===== src/rtl/memoria_dual_param.sv =====
// True dual-port RAM: two independent read/write ports on one DEPTH x DATA_W array,
// registered read data with a one-cycle valid pulse, port A priority on write conflicts.
module memoria_dual_param #(
    parameter int DATA_W    = 4,
    parameter int ADDR_W    = 3,
    parameter int READ_MODE = 0
) (
    input  logic              clk,
    input  logic              reset_L,
    input  logic              enA,
    input  logic              enB,
    input  logic              rwA,
    input  logic              rwB,
    input  logic [ADDR_W-1:0] AddrA,
    input  logic [ADDR_W-1:0] AddrB,
    input  logic [DATA_W-1:0] DataInA,
    input  logic [DATA_W-1:0] DataInB,
    output logic [DATA_W-1:0] DataOutA,
    output logic [DATA_W-1:0] DataOutB,
    output logic              validA,
    output logic              validB,
    output logic              collision
);

    localparam int DEPTH       = 2 ** ADDR_W;
    localparam bit WRITE_FIRST = (READ_MODE == 1);

    logic [DATA_W-1:0] mem_q [DEPTH];
    logic [DATA_W-1:0] mem_d [DEPTH];

    logic [DATA_W-1:0] dout_a_q, dout_a_d;
    logic [DATA_W-1:0] dout_b_q, dout_b_d;
    logic              valid_a_q, valid_a_d;
    logic              valid_b_q, valid_b_d;
    logic              collision_q, collision_d;

    logic              wr_a, wr_b_req, wr_b;
    logic              rd_a, rd_b;
    logic              same_addr;
    logic [DATA_W-1:0] rdata_a, rdata_b;

    // Port decode. A same-address dual write keeps port A and drops port B.
    assign same_addr = (AddrA == AddrB);
    assign wr_a      = enA & rwA;
    assign wr_b_req  = enB & rwB;
    assign wr_b      = wr_b_req & ~(wr_a & same_addr);
    assign rd_a      = enA & ~rwA;
    assign rd_b      = enB & ~rwB;

    // Cross-port read-during-write: write-first forwards the other port's write data.
    always_comb begin
        rdata_a = mem_q[AddrA];
        rdata_b = mem_q[AddrB];
        if (WRITE_FIRST) begin
            if (wr_b && same_addr) rdata_a = DataInB;
            if (wr_a && same_addr) rdata_b = DataInA;
        end
    end

    // NOTE: combinational blocks use blocking '=' and assign every output a default
    // first, so no path leaves a value unassigned and no latch is inferred.
    always_comb begin
        mem_d = mem_q;
        if (wr_b) mem_d[AddrB] = DataInB;
        if (wr_a) mem_d[AddrA] = DataInA;
    end

    always_comb begin
        dout_a_d    = dout_a_q;
        dout_b_d    = dout_b_q;
        valid_a_d   = rd_a;
        valid_b_d   = rd_b;
        collision_d = wr_a & wr_b_req & same_addr;
        if (rd_a) dout_a_d = rdata_a;
        if (rd_b) dout_b_d = rdata_b;
    end

    // NOTE: the array lives in flops rather than a RAM macro because every word
    // must clear asynchronously with reset; sequential state uses non-blocking '<='.
    always_ff @(posedge clk or negedge reset_L) begin
        if (!reset_L) begin
            for (int i = 0; i < DEPTH; i++) mem_q[i] <= '0;
            dout_a_q    <= '0;
            dout_b_q    <= '0;
            valid_a_q   <= 1'b0;
            valid_b_q   <= 1'b0;
            collision_q <= 1'b0;
        end else begin
            mem_q       <= mem_d;
            dout_a_q    <= dout_a_d;
            dout_b_q    <= dout_b_d;
            valid_a_q   <= valid_a_d;
            valid_b_q   <= valid_b_d;
            collision_q <= collision_d;
        end
    end

    assign DataOutA  = dout_a_q;
    assign DataOutB  = dout_b_q;
    assign validA    = valid_a_q;
    assign validB    = valid_b_q;
    assign collision = collision_q;

endmodule


===== config.mk =====
export PLATFORM = sky130hd
export DESIGN_NAME = memoria_dual_param
export DESIGN_NICKNAME = d
export VERILOG_FILES = /design/src/rtl/memoria_dual_param.sv
export SDC_FILE = /design/constraint.sdc
export NUM_CORES = 1
export LEC_CHECK = 0
export CAP_MARGIN = 20
export CORE_ASPECT_RATIO = 1.4
export CORE_UTILIZATION = 57
export DETAILED_ROUTE_END_ITERATION = 16
export PLACE_DENSITY = 0.82
export SLEW_MARGIN = 20
export SYNTH_ARGS = -nofsm -noshare
export SYNTH_HDL_FRONTEND = slang
export SYNTH_SLANG_ARGS = --single-unit

===== constraint.sdc =====
create_clock -name clk -period 1.9 [get_ports clk]
set_clock_uncertainty 0.2 [all_clocks]
set_input_delay 0.19 -clock clk [delete_from_list [all_inputs] [get_ports clk]]
set_output_delay 0.19 -clock clk [all_outputs]
set_load 0.05 [all_outputs]

======== Yosys cells after proc, flatten, opt, wreduce, memory -nomap -nowiden ========
Cells that the tools add are included.
word-level totals
  register bits ........................... 43
  bits of input ports ..................... 20
  output and inout bits ................... 11
  word-level logic and storage cells ...... 47
operators by class
  order comparisons ....................... 4
  equal/unequal tests ..................... 1
  multiplexer cells ....................... 14
  bitwise gates (word level) .............. 13
  reductions and logical operators ........ 2
operators by type and width
  operator            number
  $bwmux 32           2
  $mux 32             2
  $bmux 4 s3          2
  $demux 4 s3         2
  $mux 4              6
  $and 1x1->1         8
  $ge 4x4->1 const B  2
  $lt 4x1->1 const B  2
  $not 3->4           2
  $eq 3x3->1          1
  $not 1->1           3
  $logic_and 1x1->1   2

======== Logic depth before layout (Yosys ltp) ========
Gate-level depths: netlist of run 1.
  depth after elaboration ................. 9
  depth in mapped cells ................... 7

======== Least setup slack after synthesis of run 1 ========
No wires, ideal clock.
  path kind ............................... input to register
  start ................................... input port AddrB[2]
  end ..................................... register mem_q[13] (netlist bit)
  setup time .............................. 0.131 ns
  arrival time ............................ 1.229 ns
  slack ................................... 0.340 ns
  stages .................................. 6
  buffers on the path ..................... 2
  cell sequence ........................... buf_4 > xnor2_2 > a41o_1 > buf_6 > o311ai_1 > nand3_1
RTL lines
  element               line  source
  from (decl)           15    input logic [ADDR_W-1:0] AddrB,
  to (signal assigned)  89    mem_q <= mem_d;
  to (decl)             28    logic [DATA_W-1:0] mem_q [DEPTH];

======== Final worst setup path of run 1 ========
  start ................................... input port AddrB[2]
  end ..................................... register dout_b_q[1], in the netlist DataOutB[1]
on the way
  longest elaborated chain between the ends .. 4
ends and longest elaborated chain
  element                                     line  source
  $not 3->4 (not written as such)             53    rdata_b = mem_q[AddrB];
  $bmux 4 s3                                  53
  $mux 4 (not written as such) (2 in series)  53
  to (signal assigned)                        91    dout_b_q <= dout_b_d;
  to (decl)                                   32    logic [DATA_W-1:0] dout_b_q, dout_b_d;
No other way between the ends. The select of a mux whose other input is x is not followed.
A chain may end at the register's enable or synchronous reset.

==> results of run 1 <==
-- power by group --
| part | total (W) | internal, W | switching, W | leakage, nW |
|---|---|---|---|---|
| combinational | 0.00101 | 0.000462 | 0.000544 | 0.916 |
| clock | 0.000635 | 0.000298 | 0.000336 | 0.0484 |
| sequential | 0.00131 | 0.00112 | 0.000191 | 0.530 |
-- layout make-up --
type | count | area share
Clock buffer | 7 | 0.0243
Inverter | 2 | 0.00212
Clock inverter | 1 | 0.00247
Sequential cell | 43 | 0.303
Tap cell | 64 | 0.0226
Timing Repair Buffer | 76 | 0.202
Multi-Input combinational cell | 232 | 0.443
-- kinds of logic after synthesis --
family / after synthesis
flops: 43
buf+inv: 38
mux: 19
simple gates: 139
xor+xnor: 3
compound gates: 71
-- through the flow --
step	instance area [um2]	total power, W	TNS (ns)
after global routing	3550	0.00310	0
final	3550	0.00295	0
after floorplan	2840	0.00192	0
after CTS	3520	0.00295	0
after global placement	3410	0.00228	-7.24
after detailed placement	3410	0.00231	-8.15
-- critical path: stages --
cell and delay (ns):
clkdlybuf4s50_1 0.51, buf_12 0.20, buf_4 0.14, nor2b_1 0.32
a22oi_1 0.17, o21ai_0 0.21, o22a_1 0.15
-- cell usage in the layout, fill, tap and decap left out, types with 2 or more instances in the layout --
cell type / netlist / final
nor2_1: 21 / 21
inv_1: 2 / 2
o21ai_1: 10 / 10
nand3_1: 21 / 20
a22o_1: 2 / 2
and3_1: 2 / 2
mux4_2: 8 / 8
dfrtp_1: 43 / 43
nor2b_1: 6 / 6
a31oi_1: 14 / 14
and2_1: 3 / 3
buf_4: 4 / 43
nor3_1: 2 / 2
nand2_1: 42 / 42
clkbuf_8: 0 / 6
xnor2_2: 3 / 3
a221o_1: 2 / 2
dlymetal6s2s_1: 0 / 5
mux2_2: 2 / 2
nand4_1: 29 / 29
nand3b_1: 2 / 2
mux2i_1: 9 / 9
a22oi_1: 2 / 2
nand2b_1: 4 / 4
buf_12: 0 / 5
o21ai_0: 9 / 9
o311ai_1: 16 / 15
o22a_1: 3 / 3
nand4b_1: 4 / 4
a21oi_1: 3 / 3
clkdlybuf4s50_1: 0 / 20
o211ai_1: 5 / 5
-- layer usage --
layer  global-route usage  up-vias  routed length [um]
met5                    0        -                   0
met4                0.255        0                 568
met3               0.0784       39                 736
met2                0.587      180                4480
met1                0.484     1327                3260
li1                     -     1283                   -
-- flip-flops by register name (all words and copies together) (netlist names) --
register	count
DataOutB	4
mem_q	32
DataOutA	4
validB	1
collision	1
validA	1
-- final timing paths --
check / end / start / cells after the start
max: DataOutB[1] / AddrB[2] / 7
min: mem_q[25] / reset_L / 3
max reg2reg: DataOutB[1] / mem_q[5] / 4
min reg2reg: DataOutA[3] / DataOutA[3] / 2
max in group asynchronous: mem_q[13] / reset_L / 3
min in group clk: DataOutA[3] / DataOutA[3] / 2
-- repair_timing --
item	CTS	global route
pin swaps	0	0
hold buffers	1	0
endpoints found under the setup margin	2	8
endpoints found under the hold margin	43	0
resized for setup	1	8
==> results.cfg, run 1 <==
[status]
outcome = complete, no violations

[worst_setup_path]
crit_arrival_ns = 1.91
worstPathMaxFanout = 14
critPathKind = in -> reg
r2r_slack_ns = 0.34
crit_path_start_kind = primary input
cp.required_ns = 1.95
endpoint_kind = register

[final_layout]
drive_above_1_share = 0.208
final_util = 0.738
diodes = 0
seq_area_um2 = 1080
fill_cells = 386
area_growth_pct = 24.8
stdcell_count = 425
multi_input_area_um2 = 1570
nets = 380

[yosys]
syn-instance-count = 313
yosysMostFrequentCell = dfrtp_1
yosys.area_share.simple = 0.251
synth_edf_count = 0
synth_top_family_by_area = simple AND/OR/NAND/NOR gates
ys_seq_area_frac = 0.379
synth_nets = 333
synth_fa_ha_area_frac = 0
syn_area_per_cell_um2 = 9.08
ys_async_sr_fraction = 1.00
synth_compound_area_frac = 0.178
yosys.area.top_type = dfrtp_1
netlist_top_cells_count = dfrtp_1, nand2_1, nand4_1
yosysUniqueCellTypes = 41
post-synth-top-area-fraction = 0.379
synth_xor_area_frac = 0.0172
synthMuxAreaShare = 0.103
yosysWarnings = 0
yosys-top-cells-area = dfrtp_1, nand4_1, mux4_2
netlist_area_um2 = 2840
synth-seq-cells = 43
synth_ff_type = dfrtp_1

[detailed_routing]
drc = 0
vias = 2829
drt_iter0_markers = 209
antenna_left = 0
drt_wl_total_um = 9050
firstDrtPassIters = 6
vias_per_cell = 6.66
wl_per_cell_um = 21.3

[global_routing]
grt_pass1_wl_um = 14700
overflow = 0
antenna_found_initial = 0
track_usage = 0.386
grt_max_degree = 44
first_global_vias = 2860

[pwr]
p_leak_nw = 1.49
irDropWorstVdd_mv = 0.707
p_per_area_nw_per_um2 = 832

[clock_tree]
cts_made_buffers = 5
clock-sinks = 43
clockBufferDepth = 2
htree_levels = 2
clock_latency_ns = 0.31
tritoncts = done
clkSlewWorstSetupHoldPaths_ns = 0.08
cts.root.buffer_cell = clkbuf_8
postCtsSetupBuffers = 0

[floorplan]
fp.coreArea_um2 = 4800
die_w_um = 61.7
dieHeight_um = 85.5
die-area_um2 = 5280
start_util = 0.591
rows = 30
pin_count = 31

[timing]
slew_headroom = 0.658
hold_violations = 0
setup_viol = 0
min_period_ns = 1.86
worst_slack_ns = 0.0359
rsz0062_at_grt = false
tightest_slew_ns = 0.513
slew_viol_final = 0
fmax_mhz = 536
period_share = 0.981
whs_ns = 0.179

[worst_hold_path]
holdCritPathClass = in -> async

[placed_design]
dpl.hpwl_um = 6660
gp_congestion = 0.979
place_ws_ns = -0.363
portBuffers = 30
dp.cells = 416

[flow_run]
max_cap_viol_count = 0
(Power assumes the default switching activity.)
==> run 2: changes to the inputs <==
--- a/config.mk
+++ b/config.mk
@@ -8,6 +8,7 @@
 export CAP_MARGIN = 20
 export CORE_ASPECT_RATIO = 1.4
 export CORE_UTILIZATION = 57
+export CTS_CLUSTER_DIAMETER = 150
 export DETAILED_ROUTE_END_ITERATION = 16
 export PLACE_DENSITY = 0.82
 export SLEW_MARGIN = 20
==> results of run 2 <==
Same layout as run 1: the final DEF is identical, and so are final timing and power.
==> run 3: changes to the inputs <==
--- a/config.mk
+++ b/config.mk
@@ -9,6 +9,7 @@
 export CORE_ASPECT_RATIO = 1.4
 export CORE_UTILIZATION = 57
 export CTS_CLUSTER_DIAMETER = 150
+export CTS_CLUSTER_SIZE = 40
 export DETAILED_ROUTE_END_ITERATION = 16
 export PLACE_DENSITY = 0.82
 export SLEW_MARGIN = 20
==> results of run 3 <==
Same layout as run 1: the final DEF is identical, and so are final timing and power.
==> RTL edit, RTL diff (flow settings as in run 1) <==
`DATA_W`: 4 -> 6.
--- a/src/rtl/memoria_dual_param.sv
+++ b/src/rtl/memoria_dual_param.sv
@@ -1,7 +1,7 @@
 // True dual-port RAM: two independent read/write ports on one DEPTH x DATA_W array,
 // registered read data with a one-cycle valid pulse, port A priority on write conflicts.
 module memoria_dual_param #(
-    parameter int DATA_W    = 4,
+    parameter int DATA_W    = 6,
     parameter int ADDR_W    = 3,
     parameter int READ_MODE = 0
 ) (
Ports: changed (resized DataInA, DataInB, DataOutA and DataOutB); port bits go from 31 to 39. No check against the original RTL was run, so the function may have changed too.
==> RTL edit against run 1 <==
Power rose by 60%. Worst setup slack better by 0.0089 ns. Largest cell class unchanged. Wire length rose by 29%. Design area up 42%. Sequential cell count is 20 higher. Non-clock buffer count is 18 higher. Synthesized area is 43% higher. Cell count increased by 38%.
==> RTL edit: results (changes against run 1) <==
status completed (unchanged); Critical Path Sink validB (was DataOutB[1]$_DFFE_PN0P_); Worst-Skew Late Latency 0.34 ns (was 0.31 ns); First DRT Iteration DRCs 338 (was 209); global-route wire length before repair 18,200 um (was 14,700 um); cell count after placement 570 (was 416); clk cell area share 4.68% (was 2.68%); met1 WL 4210 um (was 3260 um); Via Count 3,785 (was 2,829); Syn-to-layout area delta 24.4% (was 24.8%); Multi-In Gates 315 (was 232); DR pass1 iterations 5 (was 6); WHS 0.185 ns (was 0.179 ns); max reg flops 48 (was 32); inverters 4 (was 2); Post-synth top cells 79 x nand2_1, 63 x dfrtp_1, 35 x nand3_1 (was 43 x dfrtp_1, 42 x nand2_1, 29 x nand4_1); fraction of area in non-clock buffers 17.4% (was 20.2%); post-CTS sizing 0 (was 1); Critical path origin validB$_DFF_PN0_ (was AddrB[2]); Num CTS Buffers 9 (was 5); Placed Area 4780 sq um (was 3410 sq um); All-Layer GR Usage 33.0% (was 38.6%); worst IR drop on VDD 0.680 mV (was 0.707 mV); multi-input gate share of total cell area 44.1% (was 44.3%); fill count 506 (was 386); met3 WL 844 um (was 736 um); n_taps 95 (was 64); Worst Path Max Fanout 1 (was 14); Non-clock buffers 94 (was 76); vias in the first global route 3,542 (was 2,860); Crit path arrival time 1.47 ns (was 1.91 ns); Worst R2R Path Depth 3 (was 4); met1 usage 39.1% (was 48.4%); normalized max-slew margin 66.3% (was 65.8%); HPWL Detailed 8460 um (was 6660 um); IO Port Bufs 38 (was 30); H-tree Lvls 3 (was 2)
[RTL edit: cells by family (layout without fill, tap and decap cells)]
| group | count (synthesis) | after routing | share of synthesized area, % |
|---|---|---|---|
| flip-flops | 63 | 63 | 38.8 |
| buffers and inverters | 45 | 114 | 6.38 |
| XOR/XNOR | 4 | 4 | 1.33 |
| multiplexers | 32 | 32 | 12.8 |
| AND/OR/NAND/NOR | 154 | 154 | 17.9 |
| AO/OA/AOI/OAI | 125 | 125 | 22.7 |
[RTL edit: power by group through the flow]
stage / Combinational [W] / Clock, W / Sequential [W]
after CTS: 0.00135 / 0.00143 / 0.00194
after floorplan: 0.000729 / 0 / 0.00206
after global routing: 0.00145 / 0.00149 / 0.00198
final: 0.00135 / 0.00143 / 0.00196
after detailed placement: 0.00134 / 0 / 0.00196
after global placement: 0.00129 / 0 / 0.00193
